### config.mk
export PLATFORM = sky130hd
export DESIGN_NAME = pushbutton_mode_ctrl
export DESIGN_NICKNAME = d
export VERILOG_FILES = /design/src/rtl/pushbutton_mode_ctrl.sv
export SDC_FILE = /design/constraint.sdc
export NUM_CORES = 1
export LEC_CHECK = 0
export BUFFER_PORTS_ARGS = -buffer_cell sky130_fd_sc_hd__buf_2
export CAP_MARGIN = 20
export CORE_MARGIN = 3
export CORE_UTILIZATION = 49
export CTS_BUF_LIST = sky130_fd_sc_hd__clkbuf_4 sky130_fd_sc_hd__clkbuf_8 sky130_fd_sc_hd__clkbuf_16
export CTS_CLUSTER_DIAMETER = 30
export DETAILED_ROUTE_END_ITERATION = 7
export PLACE_DENSITY = 0.75
export SYNTH_ARGS = -nofsm -noshare
export SYNTH_HDL_FRONTEND = slang
export SYNTH_SLANG_ARGS = --single-unit
### constraint.sdc
create_clock -name clk -period 1.9 [get_ports clk]
set_input_delay 0.38 -clock clk [delete_from_list [all_inputs] [get_ports clk]]
set_output_delay 0.38 -clock clk [all_outputs]
set_load 0.01 [all_outputs]
### src/rtl/pushbutton_mode_ctrl.sv
// Two-button mode selector: synchronizes and debounces the buttons,
// then latches the ALU operands and the AND/ADD select on each press.
module pushbutton_mode_ctrl #(
    parameter int DEBOUNCE_CYCLES = 4
) (
    input  logic       clk,
    input  logic       reset,
    input  logic       left_raw,
    input  logic       right_raw,
    input  logic [3:0] A_in,
    input  logic [3:0] B_in,
    output logic       left_pushbutton,
    output logic       right_pushbutton,
    output logic [3:0] A,
    output logic [3:0] B
);

    localparam int CW = (DEBOUNCE_CYCLES > 1) ? $clog2(DEBOUNCE_CYCLES) : 1;
    localparam logic [CW-1:0] CNT_MAX = CW'(DEBOUNCE_CYCLES - 1);

    typedef enum logic [1:0] {
        IDLE     = 2'b00,
        AND_MODE = 2'b01,
        ADD_MODE = 2'b10
    } state_t;

    // Bit 0 is the left button, bit 1 the right button.
    logic [1:0]    raw;
    logic [1:0]    sync_1;
    logic [1:0]    sync_x;
    logic [1:0]    deb;
    logic [1:0]    deb_d;
    logic [1:0]    ev;
    logic [CW-1:0] cnt [2];
    state_t        state;

    assign raw = {right_raw, left_raw};
    assign ev  = deb & ~deb_d;

    always_ff @(posedge clk or posedge reset) begin
        if (reset) begin
            sync_1 <= '0;
            sync_x <= '0;
            deb    <= '0;
            deb_d  <= '0;
            for (int i = 0; i < 2; i++) begin
                cnt[i] <= '0;
            end
        end else begin
            sync_1 <= raw;
            sync_x <= sync_1;
            deb_d  <= deb;
            for (int i = 0; i < 2; i++) begin
                if (sync_x[i] == deb[i]) begin
                    cnt[i] <= '0;
                end else if (cnt[i] == CNT_MAX) begin
                    deb[i] <= ~deb[i];
                    cnt[i] <= '0;
                end else begin
                    cnt[i] <= cnt[i] + CW'(1);
                end
            end
        end
    end

    // Events are taken from the registered deb edge, one cycle after the toggle.
    always_ff @(posedge clk or posedge reset) begin
        if (reset) begin
            state <= IDLE;
            A     <= '0;
            B     <= '0;
        end else begin
            if (ev == 2'b11) begin
                state <= IDLE;
            end else if (ev[0]) begin
                state <= AND_MODE;
                A     <= A_in;
                B     <= B_in;
            end else if (ev[1]) begin
                state <= ADD_MODE;
                A     <= A_in;
                B     <= B_in;
            end
        end
    end

    assign left_pushbutton  = state[0];
    assign right_pushbutton = state[1];

endmodule

==> impl_results.md <==
- HP Class: in -> async
- WP data arrival: around 1800 ps
- Main combinational cell family by area after synthesis: multiplexers
- Pre-antenna DRT Iters: 1
- Outcome: completed
- Yosys reg bits: 22
- Slowest stage delay, CP: roughly 560 ps
- Avg Inst Size Synth: 17.1 um^2
- Antenna Violating Nets Remaining: 0
- Pleak: about 0.52 nW
- DRT iter0 DRCs: 0
- Worst Max-Slew Pin Slew: around 440 ps
- Die width: 47.4 um
- Starting density of the core: 53.9%
- Slack of the worst reg-to-reg path: 340 ps
- R2R depth: 3
- P per Cell Area: roughly 1800 mW/mm^2
- Final worst-path cycle share: ~80%
- Crit. End Element: flop
- CTS Sinks: 22
- CTS Root Cell: clkbuf_4
- GRT Util Overall: about an eighth
- Port bufs: 21
- Clock Path Buffers: 2
- Core area: roughly 0.0016 mm^2
- Slew margin rel.: between 70% and 80%
- Remaining Overflow, GRT: 0
- Rows: 14
- Clk slew on worst S/H paths: roughly 120 ps
- CTS tree: done
- DP Wirelength: approximately 800 um
- # IOs: 22
- Peak supply drop: ~1.2 mV
- Largest net degree at the start of global routing: 23
- Post-synthesis simple-gate area fraction: 4.47%
- Syn Inst Count: 49
- TritonCTS Buffers: 3
- # setup viols final: 0
- Ranking of synthesized cells by area: dfrtp_1, mux2_4, ha_1
- Setup TNS: 0 ps
- Adder-Cell Fraction of Synth Area: 5.96%
- Final min period: around 1600 ps
- Vias: about 430
- Critical Path RT: approximately 2100 ps
- Max Cap Viol: 0
- # fillers: 119
- Post-Syn Area: around 840 um^2
- Die height: roughly 47 um
- Synth cell types: 11
- Sequential fraction of the synthesis area: 65.6%
- Wirelength per Cell: 12.5 um
- Max Clock Freq: approximately 640 MHz
- Overall routed net length: roughly 1.1 mm
- Clk_lat worst skew: just over 300 ps
- ANT cells: 0
- Yosys top cell by area: dfrtp_1
- Die ar.: about 0.0022 mm^2
- RSZ-0062 raised after global routing: false
- CP Cell Sequence: nand2b_2 > ha_1 > mux2_4
- H-tree depth: 1
- Yosys warnings: 0
- Synth Area in Compound Gates: 0%
- RR Startpoint: deb_d[0]$_DFF_PP0_
- Critical path peak fanout: 8
- Area grow syn2layout: 20.7%
- Cts hold-fix bufs: 0
- Residual DRC count: 0
- Share of layout cells above drive strength 1: approximately 53%
- Mux contribution to synthesized area: slightly below 20%
- Final Hold Viols: 0
- Clk_skew: between 6 and 7 ps
- First-pass GRT wire length: between 1.5 and 2 mm
- Crit Path Class: reg -> reg
- Crit path max-delay cell type: ha_1
- DR vias/cell: about 4.8
- Vias in the first global route: roughly 450
- Initial antenna violation count: 0
- Pins Over Slew Limit: 0
- Fin util: around 65%
- Post-Syn Nets: 65
- Final net count: 91
- Post-CTS Setup Bufs: 0
- Startpoint class of the critical path: flop
- WP buf/inv: 0
- RePlAce Congestion: a little over 0.6
- Synth top area share: roughly two thirds
- Post-Synth XOR/XNOR Area: 2.09%
- Worst R2R End: B[2]$_DFFE_PP0P_
- Post-CTS sizing: 0
- Delay-heaviest family, CP: adder cells
layout by cell type (no fill, tap or decap):
master     Yosys  final
nand2b_1       1      1
clkbuf_4       0      3
nor2b_1        2      2
nor3_1         2      2
mux2_2         4      4
bufinv_16      0      1
buf_4          0      1
ha_1           4      4
nand2b_2       1      1
inv_1          2      2
buf_2          0     21
mux2_4         8      8
xnor2_1        2      2
dfrtp_1       22     22
stage by stage:
step | setup slack, ps | area [um^2] | total power, mW | hold slack [ps] | cells
2_1_floorplan | 540 | 840 | 1.35 | 331 | 49
3_3_place_gp | 359 | 961 | 1.49 | 333 | 86
3_5_place_dp | 338 | 961 | 1.51 | 335 | 86
4_1_cts | 297 | 1010 | 1.88 | 56.8 | 90
5_1_grt | 264 | 1010 | 1.97 | 94.3 | 90
6_report | 337 | 1010 | 1.84 | 73.8 | 90
routing by layer:
layer / part of all wire [%] / vias up / GRT usage, %
li1: - / 212 / -
met1: 48 / 198 / 17.9
met2: 41 / 20 / 18.4
met3: 9.1 / 2 / 4.21
met4: 1.2 / 0 / 8.29
met5: 0 / - / 0
cell type report:
type                            count  area, um^2  share of cell area, %
Multi-Input combinational cell     24         270                   26.7
Sequential cell                    22         551                   54.3
Timing Repair Buffer               22         113                   11.1
Tap cell                           16        20.0                   1.98
Inverter                            2        7.51                  0.741
Clock buffer                        3        22.5                   2.22
Clock inverter                      1        30.0                   2.96
cell families after synthesis:
| kind of cell | after synthesis |
|---|---|
| mux | 12 |
| buf+inv | 3 |
| simple gates | 6 |
| fa+ha+maj | 4 |
| flops | 22 |
| xor+xnor | 2 |
Yosys cell counts, drive strengths merged:
cell	number
nor2b	2
nor3	2
buf	1
inv	2
dfrtp	22
mux2	12
ha	4
nand2b	2
xnor2	2
worst max path at each step:
stage | slack [ps] | depth (start not counted) | to | startpoint
2_1_floorplan | 540 | 4 | A[0]$_DFFE_PP0P_ | deb_d[0]$_DFF_PP0_
3_3_place_gp | 360 | 3 | A[3]$_DFFE_PP0P_ | deb_d[0]$_DFF_PP0_
3_5_place_dp | 340 | 3 | B[3]$_DFFE_PP0P_ | deb_d[0]$_DFF_PP0_
4_1_cts | 300 | 3 | B[2]$_DFFE_PP0P_ | deb_d[0]$_DFF_PP0_
5_1_grt | 260 | 3 | B[2]$_DFFE_PP0P_ | deb_d[0]$_DFF_PP0_
6_report | 340 | 3 | B[2]$_DFFE_PP0P_ | deb_d[0]$_DFF_PP0_
report_power, final:
| group | total [mW] | internal, mW | leakage (nW) | switching [mW] |
|---|---|---|---|---|
| clock | 0.349 | 0.213 | 0.0279 | 0.136 |
| sequential | 0.754 | 0.656 | 0.263 | 0.0976 |
| combinational | 0.735 | 0.447 | 0.228 | 0.288 |
| total | 1.84 | 1.32 | 0.519 | 0.522 |
registers in the layout, summed over array words and instances, names as in the netlist:
| signal | cells |
|---|---|
| A | 4 |
| state | 2 |
| cnt | 4 |
| sync_x | 2 |
| B | 4 |
| deb | 2 |
| sync_1 | 2 |
| deb_d | 2 |
tightest hold or removal path: cells and delay by family:
kind	cells	cell delay (ps)
buffers and inverters	3	390
No activity file was read; power rests on OpenSTA's default activity.
